==> config.mk <==
export PLATFORM = sky130hd
export DESIGN_NAME = i2c_calc_engine
export DESIGN_NICKNAME = d
export VERILOG_FILES = /design/src/rtl/i2c_calc_engine.sv
export SDC_FILE = /design/constraint.sdc
export NUM_CORES = 1
export LEC_CHECK = 0
export CORE_AREA = 2 2 123 125
export DETAILED_ROUTE_END_ITERATION = 8
export DIE_AREA = 0 0 125 127
export HOLD_SLACK_MARGIN = 0.02
export PLACE_DENSITY = 0.86
export SYNTH_ARGS = -nofsm -noshare
export SYNTH_HDL_FRONTEND = slang
export SYNTH_SLANG_ARGS = --single-unit
export TNS_END_PERCENT = 10
==> constraint.sdc <==
create_clock -name clk -period 6 [get_ports clk]
set_input_delay 1.2 -clock clk [delete_from_list [all_inputs] [get_ports clk]]
set_output_delay 1.2 -clock clk [all_outputs]
set_load 0.05 [all_outputs]
==> src/rtl/i2c_calc_engine.sv <==
// i2c_calc_engine
// Calculator core that sits behind the I2C target byte interface. A write
// frame (opcode, operand A, operand B, all multi-byte values MSB first)
// starts a computation; I2C reads then return a status byte followed by the
// result, MSB first.
//
// Parameters:
//   WIDTH     operand/result width in bits (multiple of 8, at least 8)
// Ports:
//   clk       system clock
//   rst_n     asynchronous active-low reset
//   wr_valid  strobe: wr_data holds a received write byte
//   wr_data   received byte
//   wr_first  qualifies wr_valid: first data byte of a new write transaction
//   rd_start  strobe: read transaction begins, read pointer returns to 0
//   rd_req    strobe: current rd_data byte consumed, advance read pointer
//   rd_data   registered byte presented for the next read
//   busy      high while a computation is in progress
//   done      one-cycle pulse when a new result becomes valid
module i2c_calc_engine #(
    parameter int WIDTH = 16
) (
    input  logic       clk,
    input  logic       rst_n,
    input  logic       wr_valid,
    input  logic [7:0] wr_data,
    input  logic       wr_first,
    input  logic       rd_start,
    input  logic       rd_req,
    output logic [7:0] rd_data,
    output logic       busy,
    output logic       done
);

    localparam int NBYTES = WIDTH / 8;
    localparam int PW     = $clog2(NBYTES + 2);
    localparam int CW     = (NBYTES > 1) ? $clog2(NBYTES) : 1;
    localparam int IW     = $clog2(WIDTH);

    typedef enum logic [2:0] {
        IDLE,
        GET_A,
        GET_B,
        CALC,
        DONE
    } state_t;

    state_t            state_q, state_d;
    logic [7:0]        opcode_q, opcode_d;
    logic [CW-1:0]     byte_cnt_q, byte_cnt_d;
    logic [WIDTH-1:0]  a_q, a_d;
    logic [WIDTH-1:0]  b_q, b_d;
    logic [WIDTH-1:0]  work_hi_q, work_hi_d;
    logic [WIDTH-1:0]  work_lo_q, work_lo_d;
    logic [IW-1:0]     iter_q, iter_d;
    logic [WIDTH-1:0]  result_q, result_d;
    logic              carry_q, carry_d;
    logic              div0_q, div0_d;
    logic              err_op_q, err_op_d;
    logic              valid_q, valid_d;
    logic              done_q, done_d;
    logic [PW-1:0]     ptr_q, ptr_d;
    logic [7:0]        rd_data_q, rd_data_d;

    logic [WIDTH:0]    sum;
    logic [WIDTH:0]    diff;
    logic [WIDTH:0]    mul_add;
    logic [WIDTH-1:0]  mul_hi_n;
    logic [WIDTH-1:0]  mul_lo_n;
    logic [WIDTH:0]    rem_shift;
    logic              div_ge;
    logic [WIDTH-1:0]  div_rem_n;
    logic [WIDTH-1:0]  div_quo_n;
    logic              last_iter;
    logic [7:0]        status_d;

    // Single-cycle arithmetic plus one step of the iterative multiply and
    // divide. The multiply keeps {work_hi, work_lo} as the partial product
    // with the multiplier shifting out of work_lo; the divide keeps the
    // partial remainder in work_hi and the dividend/quotient in work_lo.
    always_comb begin
        sum       = {1'b0, a_q} + {1'b0, b_q};
        diff      = {1'b0, a_q} - {1'b0, b_q};
        mul_add   = {1'b0, work_hi_q} + (work_lo_q[0] ? {1'b0, a_q} : '0);
        mul_hi_n  = mul_add[WIDTH:1];
        mul_lo_n  = {mul_add[0], work_lo_q[WIDTH-1:1]};
        rem_shift = {work_hi_q, work_lo_q[WIDTH-1]};
        div_ge    = (rem_shift >= {1'b0, b_q});
        div_rem_n = div_ge ? WIDTH'(rem_shift - {1'b0, b_q})
                           : rem_shift[WIDTH-1:0];
        div_quo_n = {work_lo_q[WIDTH-2:0], div_ge};
        last_iter = (iter_q == IW'(WIDTH - 1));
    end

    // Frame reception, computation sequencing and result capture. A first
    // byte always restarts the frame, even in the middle of a computation,
    // so a stale result can never complete after a new frame has begun.
    always_comb begin
        state_d    = state_q;
        opcode_d   = opcode_q;
        byte_cnt_d = byte_cnt_q;
        a_d        = a_q;
        b_d        = b_q;
        work_hi_d  = work_hi_q;
        work_lo_d  = work_lo_q;
        iter_d     = iter_q;
        result_d   = result_q;
        carry_d    = carry_q;
        div0_d     = div0_q;
        err_op_d   = err_op_q;
        valid_d    = valid_q;
        done_d     = 1'b0;

        if (wr_valid && wr_first) begin
            opcode_d   = wr_data;
            byte_cnt_d = '0;
            valid_d    = 1'b0;
            err_op_d   = 1'b0;
            div0_d     = 1'b0;
            state_d    = GET_A;
        end else begin
            case (state_q)
                GET_A: begin
                    if (wr_valid) begin
                        a_d = WIDTH'({a_q, wr_data});
                        if (byte_cnt_q == CW'(NBYTES - 1)) begin
                            byte_cnt_d = '0;
                            state_d    = GET_B;
                        end else begin
                            byte_cnt_d = byte_cnt_q + 1'b1;
                        end
                    end
                end
                GET_B: begin
                    if (wr_valid) begin
                        b_d = WIDTH'({b_q, wr_data});
                        if (byte_cnt_q == CW'(NBYTES - 1)) begin
                            // Iteration registers are primed here so the
                            // first CALC cycle already performs a real step.
                            byte_cnt_d = '0;
                            iter_d     = '0;
                            work_hi_d  = '0;
                            work_lo_d  = (opcode_q == 8'd2) ? b_d : a_q;
                            state_d    = CALC;
                        end else begin
                            byte_cnt_d = byte_cnt_q + 1'b1;
                        end
                    end
                end
                CALC: begin
                    done_d   = 1'b1;
                    carry_d  = 1'b0;
                    div0_d   = 1'b0;
                    err_op_d = 1'b0;
                    case (opcode_q)
                        8'd0: begin
                            result_d = sum[WIDTH-1:0];
                            carry_d  = sum[WIDTH];
                        end
                        8'd1: begin
                            result_d = diff[WIDTH-1:0];
                            carry_d  = diff[WIDTH];
                        end
                        8'd2: begin
                            result_d = mul_lo_n;
                            carry_d  = |mul_hi_n;
                        end
                        8'd3, 8'd4: begin
                            if (b_q == '0) begin
                                div0_d   = 1'b1;
                                result_d = (opcode_q == 8'd3) ? '1 : a_q;
                            end else begin
                                result_d = (opcode_q == 8'd3) ? div_quo_n
                                                              : div_rem_n;
                            end
                        end
                        8'd5: result_d = a_q & b_q;
                        8'd6: result_d = a_q | b_q;
                        8'd7: result_d = a_q ^ b_q;
                        default: begin
                            result_d = '0;
                            err_op_d = 1'b1;
                        end
                    endcase

                    // Iterative operations keep stepping until their final
                    // step; a zero divisor finishes immediately.
                    if (((opcode_q == 8'd2) ||
                         (((opcode_q == 8'd3) || (opcode_q == 8'd4)) && (b_q != '0)))
                        && !last_iter) begin
                        done_d    = 1'b0;
                        result_d  = result_q;
                        carry_d   = carry_q;
                        div0_d    = div0_q;
                        err_op_d  = err_op_q;
                        iter_d    = iter_q + 1'b1;
                        work_hi_d = (opcode_q == 8'd2) ? mul_hi_n : div_rem_n;
                        work_lo_d = (opcode_q == 8'd2) ? mul_lo_n : div_quo_n;
                    end

                    if (done_d) begin
                        valid_d = 1'b1;
                        state_d = DONE;
                    end
                end
                default: ;
            endcase
        end
    end

    // Read pointer and registered read byte. The byte is built from the
    // next-cycle state so rd_data always matches the current pointer and
    // status one cycle after any strobe.
    always_comb begin
        ptr_d = ptr_q;
        if (rd_start) begin
            ptr_d = '0;
        end else if (rd_req && (ptr_q != PW'(NBYTES + 1))) begin
            ptr_d = ptr_q + 1'b1;
        end

        status_d  = {(state_d == CALC), valid_d, 3'b000, err_op_d, div0_d, carry_d};
        rd_data_d = 8'hFF;
        if (ptr_d == '0) begin
            rd_data_d = status_d;
        end
        for (int i = 1; i <= NBYTES; i++) begin
            if (ptr_d == PW'(i)) begin
                rd_data_d = result_d[8*(NBYTES-i) +: 8];
            end
        end
    end

    // State registers.
    always_ff @(posedge clk or negedge rst_n) begin
        if (!rst_n) begin
            state_q    <= IDLE;
            opcode_q   <= '0;
            byte_cnt_q <= '0;
            a_q        <= '0;
            b_q        <= '0;
            work_hi_q  <= '0;
            work_lo_q  <= '0;
            iter_q     <= '0;
            result_q   <= '0;
            carry_q    <= 1'b0;
            div0_q     <= 1'b0;
            err_op_q   <= 1'b0;
            valid_q    <= 1'b0;
            done_q     <= 1'b0;
            ptr_q      <= '0;
            rd_data_q  <= '0;
        end else begin
            state_q    <= state_d;
            opcode_q   <= opcode_d;
            byte_cnt_q <= byte_cnt_d;
            a_q        <= a_d;
            b_q        <= b_d;
            work_hi_q  <= work_hi_d;
            work_lo_q  <= work_lo_d;
            iter_q     <= iter_d;
            result_q   <= result_d;
            carry_q    <= carry_d;
            div0_q     <= div0_d;
            err_op_q   <= err_op_d;
            valid_q    <= valid_d;
            done_q     <= done_d;
            ptr_q      <= ptr_d;
            rd_data_q  <= rd_data_d;
        end
    end

    assign busy    = (state_q == CALC);
    assign done    = done_q;
    assign rd_data = rd_data_q;

endmodule

After elaboration in Yosys (flattened, before gate mapping)
Index checks and enable logic that the tools add are counted.
- ROM bits: 0
- logic and storage cells: 129
- memories: 0
- bits in latches: 0
- output and inout port bits: 10
- RAM bits: 0
- input bits: 14
- bits in registers: 111
- divide/modulo/power cells: 0
- bitwise operators: 4
- shift operators: 0
- multipliers: 0
- $lt $le $gt $ge: 1
- $add $sub $neg: 7
- mux-type cells: 61
- equality and inequality tests: 18
- reductions and logical operators: 22
- operators with widths (operator ; count):
    2-to-1 mux 16 bit ; 17
    case mux 16 bit (7 select lines) ; 1
    case mux 16 bit (2 select lines) ; 2
    adder 16 x 16 -> 17 bit ; 2
    equality test 8 x 3 -> 1 bit, second input constant ; 4
    2-to-1 mux 1 bit ; 24
    2-to-1 mux 8 bit ; 3
    2-to-1 mux 3 bit ; 6
    >= comparator 17 x 16 -> 1 bit ; 1
    subtractor 16 x 16 -> 17 bit ; 1
    bitwise AND 16 bit ; 1
    equality test 8 x 2 -> 1 bit, second input constant ; 2
    logical NOT 16 bit ; 1
    OR 16 bit ; 1
    nonzero test 16 bit ; 1
    OR reduction 16 bit ; 1
    subtractor 16 bit ; 1
    XOR 16 bit ; 1
    2-to-1 mux 4 bit ; 3
    equality test 3 x 2 -> 1 bit, second input constant ; 3
    case mux 3 bit (3 select lines) ; 1
    equality test 8 x 1 -> 1 bit, second input constant ; 1
    logical NOT 8 bit ; 1
    case mux 4 bit (2 select lines) ; 1
    22 further kinds ; 33

Depth between registers and ports, before layout
Gate-level depths: netlist (run 1).
- depth after elaboration: 15
- mapped depth: 14
- depth with buffers taken out: 13

Worst setup path after synthesis (run 1)
No wires, ideal clock.
- kind: register to register
- start point: register work_lo_q[0]
- end point: register carry_q
- setup slack: 2.675 ns
- period minus slack after synthesis: 3.325 ns
- buffers on the path: 1
- setup time: 0.131 ns
- stages on the path, launching flop included: 13
- required time: 5.869 ns
- arrival time: 3.194 ns
- cell sequence: dfrtp_1 clkbuf_1 and2_1 ha_1 inv_1 fa_1 nand2b_1 a21oi_1 o21ai_0 or4b_2 nor4_1 a31oi_1 or3_1
- cells in the longest elaborated chain, start to end: 7
- ends and longest elaborated chain (what ; line ; RTL):
    from (decl) ; 54 ; logic [WIDTH-1:0] work_lo_q, work_lo_d;
    from (signal assigned) ; 260 ; work_lo_q <= work_lo_d;
    2-to-1 mux 16 bit ; 84 ; mul_add = {1'b0, work_hi_q} + (work_lo_q[0] ? {1'b0, a_q} : '0);
    adder 16 x 16 -> 17 bit ; 84 ;
    OR reduction 16 bit ; 166 ; carry_d = |mul_hi_n;
    case mux 1 bit (3 select lines) ; 155 ; case (opcode_q)
    2-to-1 mux 1 bit ; 188 ; if (((opcode_q == 8'd2) ||
    2-to-1 mux 1 bit ; 122 ; case (state_q)
    2-to-1 mux 1 bit ; 114 ; if (wr_valid && wr_first) begin
    named net carry_d ; 57 ; logic carry_q, carry_d;
    to (signal assigned) ; 263 ; carry_q <= carry_d;
    to (decl) ; 57 ;
The timed path passes the listed nets, and every way through them passes these cells.
A chain may end at the register's enable or synchronous reset.

Worst setup path after layout (run 1)
Ends and elaborated chain as after synthesis.

==> summary.txt, run 1 <==
LOGIC SYNTHESIS
--------------------------------------------------------------------------------------
Gate Count Post-Synth ...................................................         1205
Cell type with the highest aggregate area in the netlist ................ sky130_fd_sc_hd__dfrtp_1
Number of storage elements in the synthesis netlist .....................          111
Post-synthesis sequential area ratio ....................................        28.3%
Post-synth EDFFs ........................................................            0
Fraction of synthesis flops using an asynchronous set or reset pin ......         100%
Count of cell types in the netlist ......................................           83
Post-synth design cell area .............................................   9800 sq um
Total nets after synthesis ..............................................         1305
Largest cells by area after synthesis ................................... sky130_fd_sc_hd__dfrtp_1 (28%), sky130_fd_sc_hd__ha_1 (10%), sky130_fd_sc_hd__nand2_1 (7.3%)
Number of warnings reported in the yosys synthesis log ..................            0
Share of the synthesized area in the top cell type ......................        28.3%
Flip-flop cell with the highest count after synthesis ................... sky130_fd_sc_hd__dfrtp_1
Avg Synthesized Cell Area ...............................................   8.14 sq um

TIMING
--------------------------------------------------------------------------------------
Setup repair after global routing missed its margin .....................        false
Actual transition at the worst max-transition pin .......................      1.20 ns
Max frequency ...........................................................      240 MHz
Post-route clock period utilization .....................................        69.5%
Number of max-slew violations in the final report .......................            0
Final-report setup violation count ......................................            0
Final total negative setup slack ........................................         0 ns
Clock period minus worst slack ..........................................      4.17 ns
Post-route clock skew ...................................................    0.0180 ns
Remaining max-slew budget at the tightest pin ...........................        19.7%
Final Hold Slack ........................................................     0.503 ns
Final Hold Viols ........................................................            0

ROUTING
--------------------------------------------------------------------------------------
Total length of routed wires ............................................     33300 um
Via/cell ratio ..........................................................         7.26
Wire length per cell ....................................................      24.1 um
First-pass DRT Iterations ...............................................            9
Antenna viol nets, final ................................................            0
Initial detailed-routing violation count ................................         1669
Post-route DRC violation count ..........................................            8
Vias after detailed routing .............................................        10010

FINISH
--------------------------------------------------------------------------------------
Diode count .............................................................            0
Layout overhead on the synthesized area .................................        6.09%
Fin nets ................................................................         1290
Most common cell after layout, fill and taps aside ...................... sky130_fd_sc_hd__nand2_1
Cell area after layout ..................................................  10400 sq um
Most frequent cells in the layout ....................................... sky130_fd_sc_hd__nand2_1 (191), sky130_fd_sc_hd__dfrtp_1 (111), sky130_fd_sc_hd__o21ai_0 (109)
Fill cell count .........................................................         1136
Fraction of final layout cells sized beyond drive strength 1 ............        6.19%

FLOORPLAN
--------------------------------------------------------------------------------------
Floorplan core area .....................................................  14400 sq um
Starting utilization of the core area ...................................        68.0%
Die W ...................................................................       125 um
Die Span Y ..............................................................       127 um
Placement Rows ..........................................................           44
Die area ................................................................  15900 sq um
Count of pins on the block boundary .....................................           24

CLOCK TREE
--------------------------------------------------------------------------------------
Clock sinks .............................................................          111
Worst skew pair latency .................................................      0.38 ns
Number of H-tree branching levels .......................................            3
Post-cts gate resize count ..............................................            0
Clock buffer count from CTS .............................................            9
Clock slew at the register clock pins of the worst setup and hold paths .      0.08 ns
Library cell used as clock root buffer .................................. sky130_fd_sc_hd__clkbuf_16
Buffers from clock root to sink, at most ................................            2
Hold buffer count at cts ................................................            0
TritonCTS clock tree ....................................................          yes
Setup bufs post-CTS .....................................................            0

GLOBAL ROUTE
--------------------------------------------------------------------------------------
Initial antenna violation count .........................................            0
GRT Overall Usage .......................................................        42.1%
Leftover overflow at the end of global routing ..........................            0
Vias in the first global route ..........................................         9307
Maximum number of pins on one net before global-route repair ............           59
First-pass GRT wire length ..............................................     52000 um

HOLD PATH
--------------------------------------------------------------------------------------
Type of the most critical hold path ..................................... register to register
Hold-critical path depth ................................................            1
Worst hold endpoint .....................................................    iter_q[3]
Hold path startpoint ....................................................    iter_q[3]

FLOW RUN
--------------------------------------------------------------------------------------
Max_cap viols ...........................................................            0

CRITICAL PATH
--------------------------------------------------------------------------------------
Crit-path max FO ........................................................           19
Worst Reg2Reg Path Length in Cells ......................................           11
Worst endpoint data arrival time ........................................      4.42 ns
Reg2Reg Setup Slack .....................................................      1.83 ns
Req. time, crit path ....................................................      6.25 ns
Crit start category .....................................................     register
Endpoint of the worst register-to-register path .........................      carry_q
Startpoint of the most critical register-to-register path ............... work_lo_q[0]
Crit Path Class ......................................................... register to register
Kind of end point of the critical path ..................................     register

PWR
--------------------------------------------------------------------------------------
Net Sw Power ............................................................      2.43 mW
Power per cell area .....................................................  458 nW/um^2
Maximum vdd ir drop .....................................................     0.368 mV
Static leakage ..........................................................      4.75 nW
Switching share of power ................................................        51.0%
Clock power share .......................................................        13.8%
Sequential Power Share ..................................................        28.4%
Combinational Power Share ...............................................        57.7%
Total internal power ....................................................      2.34 mW

RUN STATUS
--------------------------------------------------------------------------------------
Result of the run ....................................................... finished, violations left
Violated checks .........................................................          DRC

PLACE
--------------------------------------------------------------------------------------
Placed Instance Area ....................................................  10100 sq um
Final weighted congestion in routability-driven placement ...............         1.04
Count of buffers inserted at the top-level ports ........................           23
Detailed-placement wirelength estimate ..................................     24500 um

through the flow:
stage / setup slack (ns) / power, mW / util, % / instances
detailed placement: 1.82 / 3.94 / 69.9 / 1363
global placement: 2.01 / 3.87 / 69.9 / 1363
global route: 1.69 / 4.98 / 72.1 / 1379
finish: 1.83 / 4.77 / 72.1 / 1379
CTS: 2.07 / 4.62 / 72.1 / 1379
floorplan: 2.67 / 3.12 / - / 1205
worst max-delay path by stage:
stage	depth (start not counted)	startpoint	slack (ns)	to
after global placement	10	wr_first	2.01	rd_data[5]
after floorplan	12	work_lo_q[0]	2.67	carry_q
final	11	work_lo_q[0]	1.83	carry_q
after detailed placement	10	wr_first	1.82	rd_data[5]
after CTS	11	work_lo_q[0]	2.07	carry_q
after global routing	12	work_lo_q[0]	1.69	rd_data[0]
worst max-delay path, stage by stage, from the launching register on:
cell                       delay [ns]
sky130_fd_sc_hd__dfrtp_1         0.66
sky130_fd_sc_hd__and2_1          0.21
sky130_fd_sc_hd__ha_1            0.19
sky130_fd_sc_hd__inv_1           0.07
sky130_fd_sc_hd__fa_1            0.39
sky130_fd_sc_hd__nand2b_1        0.18
sky130_fd_sc_hd__a21oi_1         0.31
sky130_fd_sc_hd__o21ai_0         0.14
sky130_fd_sc_hd__or4b_2          0.61
sky130_fd_sc_hd__nor4_1          0.58
sky130_fd_sc_hd__a31oi_1         0.27
sky130_fd_sc_hd__or3_1           0.44
sequential cells by signal (all words and copies together) (netlist names), 2 cells and up:
name,count
a_q,16
work_hi_q,16
opcode_q,8
rd_data,8
ptr_q,2
result_q,16
b_q,16
iter_q,4
work_lo_q,16
state_q,3
per-layer routing:
layer	vias up	GRT usage (%)	routed length, um
li1	4338	-	-
met1	4594	55.3	12300
met2	870	60.3	13700
met3	208	14.1	4830
met4	0	25.9	2530
met5	-	0	0
power by group through the flow:
stage          sequential [mW]  clock (mW)  combinational, mW
6_report                  1.36       0.660               2.75
5_1_grt                   1.36       0.686               2.93
4_1_cts                   1.32       0.664               2.64
3_5_place_dp              1.33           0               2.61
3_3_place_gp              1.32           0               2.55
2_1_floorplan             1.21           0               1.91
area by class of cell:
| class | instances | area (sq um) | share of cell area [%] |
|---|---|---|---|
| Multi-Input combinational cell | 968 | 6530 | 62.8 |
| Sequential cell | 111 | 2780 | 26.7 |
| Timing Repair Buffer | 31 | 288 | 2.77 |
| Inverter | 69 | 259 | 2.49 |
| Tap cell | 184 | 230 | 2.21 |
| Clock buffer | 9 | 225 | 2.17 |
| Clock inverter | 7 | 91.3 | 0.878 |
cells in the mapped netlist, drive strengths merged (21+ instances only):
cell type    n
nand2      192
o21ai      115
dfrtp      111
a21oi       87
ha          82
nor2        74
inv         68
clkbuf      40
nand3       29
nor3        24
xnor2       23
and2        22
mux2i       21
o211ai      21
cells by family (layout without fill, tap and decap cells):
group,after synthesis,count (layout),share of synthesized area (%)
xor+xnor,35,35,3.13
buf+inv,126,116,5.28
flops,111,111,28.3
simple gates,425,425,20.6
fa+ha+maj,86,86,11.3
compound gates,381,381,25.1
mux,41,41,6.28
Note: power is estimated with default switching activity, not from simulation.
==> run 2, diff against run 1 <==
--- a/config.mk
+++ b/config.mk
@@ -5,11 +5,11 @@
 export SDC_FILE = /design/constraint.sdc
 export NUM_CORES = 1
 export LEC_CHECK = 0
-export CORE_AREA = 2 2 123 125
+export CORE_AREA = 2 2 127 129
 export DETAILED_ROUTE_END_ITERATION = 8
-export DIE_AREA = 0 0 125 127
+export DIE_AREA = 0 0 129 131
 export HOLD_SLACK_MARGIN = 0.02
-export PLACE_DENSITY = 0.86
+export PLACE_DENSITY = 0.81
 export SYNTH_ARGS = -nofsm -noshare
 export SYNTH_HDL_FRONTEND = slang
 export SYNTH_SLANG_ARGS = --single-unit
==> constraint.sdc (replaced) <==
create_clock -name clk -period 4.1 [get_ports clk]
set_input_delay 0.82 -clock clk [delete_from_list [all_inputs] [get_ports clk]]
set_output_delay 0.82 -clock clk [all_outputs]
set_load 0.05 [all_outputs]
==> run 2 against run 1 <==
Effect of this change:
- the run now ends clean
- clock power grew 44%
- highest routed layer is now met5
- design area up 2.3%
- largest power group unchanged
- wire length up 1.4%
- total power rose by 46%
- combinational power grew 50%
- maximum frequency grew 9.6%
- worst setup slack lost 1.5 ns
- core utilization shrank 3.9 points
- first-iteration DRC count down 11%
- critical path type unchanged
- final cell count grew 4.4%
- die area is 6.5% higher
==> summary.txt, run 2 (same netlist as run 1, synthesis figures left out) <==
PLACE
--------------------------------------------------------------------------------------
Final weighted congestion in routability-driven placement ...............         1.03   -1.3%
Placed cell count .......................................................         1423   +4.4%
Count of buffers inserted at the top-level ports ........................           23   unchanged
Detailed-placement wirelength estimate ..................................     25600 um   +4.5%

CRITICAL PATH
--------------------------------------------------------------------------------------
Cell with the biggest individual delay on the critical path ............. sky130_fd_sc_hd__dfrtp_1
Delay of the slowest critical-path stage ................................      0.50 ns   -0.16 ns
Crit Path Class ......................................................... register to register
Crit-path max FO ........................................................           13   -6
Reg2Reg Setup Slack .....................................................      0.30 ns   -1.53 ns
Req. time, crit path ....................................................      4.31 ns   -1.94 ns
Dominant delay contributor by cell family on the critical path .......... compound AO/OA/AOI/OAI gates
Kind of end point of the critical path ..................................     register
Number of buffers and inverters on the critical path ....................            2   +1
Crit start category .....................................................     register
Ordered cell list for the critical path ................................. inv_1 > ha_1 > nor2b_1 > o31a_1 > o221a_2 > o31a_4 > nor2_4 > buf_4 > mux2i_1 > a21oi_1 > a21oi_1 > a221oi_1
Worst endpoint data arrival time ........................................      4.01 ns   -0.41 ns
Most frequent cell on the critical path ................................. sky130_fd_sc_hd__a21oi_1

ROUTING
--------------------------------------------------------------------------------------
Initial detailed-routing violation count ................................         1488   -11%
Post-route DRC violation count ..........................................            0   -8
First-pass DRT Iterations ...............................................            6   -3
Vias after detailed routing .............................................         9874   -1.4%
Wire length per cell ....................................................      23.5 um   -2.9%
Antenna viol nets, final ................................................            0   unchanged
Via/cell ratio ..........................................................         6.86   -5.5%
Total length of routed wires ............................................     33800 um   +1.4%

PWR
--------------------------------------------------------------------------------------
Switching share of power ................................................        50.0%   -0.98 points
Clock power share .......................................................        13.7%   about the same
Total internal power ....................................................      3.47 mW   +48%
Sequential Power Share ..................................................        26.7%   -1.7 points
Maximum vdd ir drop .....................................................     0.380 mV   +3.3%
Power per cell area .....................................................  652 nW/um^2   +42%
Net Sw Power ............................................................      3.47 mW   +43%
Static leakage ..........................................................      4.88 nW   +2.7%
Combinational Power Share ...............................................        59.6%   +1.9 points

TIMING
--------------------------------------------------------------------------------------
Final Hold Viols ........................................................            0   unchanged
Final-report setup violation count ......................................            0   unchanged
Post-route clock period utilization .....................................        92.8%   +23 points
Final total negative setup slack ........................................         0 ns   unchanged
Setup repair after global routing missed its margin .....................        false
Clock period minus worst slack ..........................................      3.80 ns   -0.367 ns
Number of max-slew violations in the final report .......................            0   unchanged
Final Hold Slack ........................................................     0.483 ns   -0.0198 ns
Remaining max-slew budget at the tightest pin ...........................        34.8%   +15 points
Actual transition at the worst max-transition pin .......................     0.971 ns   -0.233 ns
Post-route clock skew ...................................................    0.0140 ns   -0.00400 ns
Max frequency ...........................................................      263 MHz   +9.6%

FINISH
--------------------------------------------------------------------------------------
Non-filler cells, final .................................................         1439   +4.4%
Fin nets ................................................................         1318   +2.2%
Fraction of final layout cells sized beyond drive strength 1 ............        8.26%   +2.1 points
Diode count .............................................................            0   unchanged
Layout overhead on the synthesized area .................................        8.51%
Most common cell after layout, fill and taps aside ...................... sky130_fd_sc_hd__nand2_1
Most frequent cells in the layout ....................................... sky130_fd_sc_hd__nand2_1 (191), sky130_fd_sc_hd__dfrtp_1 (111), sky130_fd_sc_hd__o21ai_0 (109)

FLOORPLAN
--------------------------------------------------------------------------------------
Die Span Y ..............................................................       131 um   +3.1%
Starting utilization of the core area ...................................        62.9%   -5.1 points
Floorplan core area .....................................................  15600 sq um   +8.1%
Count of pins on the block boundary .....................................           24   unchanged
Placement Rows ..........................................................           46   +4.5%
Die area ................................................................  16900 sq um   +6.5%
Die W ...................................................................       129 um   +3.2%

GLOBAL ROUTE
--------------------------------------------------------------------------------------
First-pass GRT wire length ..............................................     51800 um   -0.25%
Initial antenna violation count .........................................            1   +1
Vias in the first global route ..........................................         9119   -2.0%
Maximum number of pins on one net before global-route repair ............           59   unchanged
GRT Overall Usage .......................................................        41.0%   -1.1 points
Leftover overflow at the end of global routing ..........................            0   unchanged

CLOCK TREE
--------------------------------------------------------------------------------------
Worst skew pair latency .................................................      0.37 ns   about the same
Hold buffer count at cts ................................................            0   unchanged
Buffers from clock root to sink, at most ................................            2   unchanged
Setup bufs post-CTS .....................................................            0   unchanged
TritonCTS clock tree ....................................................          yes
Clock sinks .............................................................          111   unchanged
Library cell used as clock root buffer .................................. sky130_fd_sc_hd__clkbuf_16
Post-cts gate resize count ..............................................            0   unchanged
Number of H-tree branching levels .......................................            3   unchanged
Clock slew at the register clock pins of the worst setup and hold paths .      0.08 ns   about the same
Clock buffer count from CTS .............................................            9   unchanged

HOLD PATH
--------------------------------------------------------------------------------------
Type of the most critical hold path ..................................... register to register

RUN STATUS
--------------------------------------------------------------------------------------
Result of the run .......................................................    completed

FLOW RUN
--------------------------------------------------------------------------------------
Max_cap viols ...........................................................            0   unchanged

[run 2: changes by cell type in the layout (fill, tap and decap cells not counted)]
cell | previous run | this run
sky130_fd_sc_hd__buf_4 | 9 | 37
sky130_fd_sc_hd__inv_6 | 1 | 3
sky130_fd_sc_hd__clkinv_4 | 2 | 0
sky130_fd_sc_hd__clkbuf_1 | 0 | 1
sky130_fd_sc_hd__clkinv_8 | 1 | 0
[run 2: metrics by stage]
step / power [mW] / area, sq um / setup WS (ns) / util (%)
after global routing: 7.33 / 10600 / 0.106 / 68.2
after CTS: 6.78 / 10600 / 0.425 / 68.2
after floorplan: 4.56 / 9800 / 0.775 / -
final: 6.94 / 10600 / 0.297 / 68.2
after detailed placement: 5.81 / 10300 / 0.467 / 66.3
after global placement: 5.76 / 10300 / 0.567 / 66.3
[run 2: worst reg2reg max path: cells and delay by family (launching register included)]
kind | cells | cell delay [ns]
buf+inv | 2 | 0.33
fa+ha+maj | 1 | 0.32
flops | 1 | 0.50
mux | 1 | 0.28
simple gates | 2 | 0.50
compound gates | 6 | 1.70
[run 2: routing by layer]
| metal | share of wire, % | track usage (%) |
|---|---|---|
| met2 | 43 | 61.5 |
| met3 | 12 | 11.4 |
| met5 | 0.047 | 0 |
| met4 | 6.5 | 22.3 |
| met1 | 39 | 54.2 |
[run 2: path summary, 6_finish.rpt]
path | from | to | cells after the start
hold reg to reg | iter_q[3] | iter_q[3] | 1
setup reg to reg | b_q[1] | rd_data[4] | 12
setup / recovery | b_q[1] | rd_data[4] | 12
hold / removal | iter_q[3] | iter_q[3] | 1
max in group asynchronous | rst_n | work_hi_q[5] | 2
min in group asynchronous | rst_n | work_lo_q[12] | 1
[run 2: cell type report]
cell class	count	area [sq um]
timing repair buffer	59	498
multi-input combinational	968	6530
inverter	69	259
fill	1335	4960
tap	216	270
clock buffer	10	229
clock inverter	6	75.1
sequential	111	2780
[run 2: power groups by stage]
| stage | clock (mW) | combinational (mW) | sequential, mW |
|---|---|---|---|
| finish | 0.952 | 4.13 | 1.85 |
| global route | 1.00 | 4.44 | 1.88 |
| CTS | 0.955 | 4.00 | 1.83 |
| detailed placement | 0 | 3.97 | 1.84 |
| global placement | 0 | 3.92 | 1.84 |
| floorplan | 0 | 2.79 | 1.77 |
==> run 3, diff against run 2 <==
--- a/config.mk
+++ b/config.mk
@@ -8,7 +8,7 @@
 export CORE_AREA = 2 2 127 129
 export DETAILED_ROUTE_END_ITERATION = 8
 export DIE_AREA = 0 0 129 131
-export HOLD_SLACK_MARGIN = 0.02
+export HOLD_SLACK_MARGIN = 0.12
 export PLACE_DENSITY = 0.81
 export SYNTH_ARGS = -nofsm -noshare
 export SYNTH_HDL_FRONTEND = slang
==> results of run 3 <==
The final DEF is identical to that of run 2; final timing and power are the same.
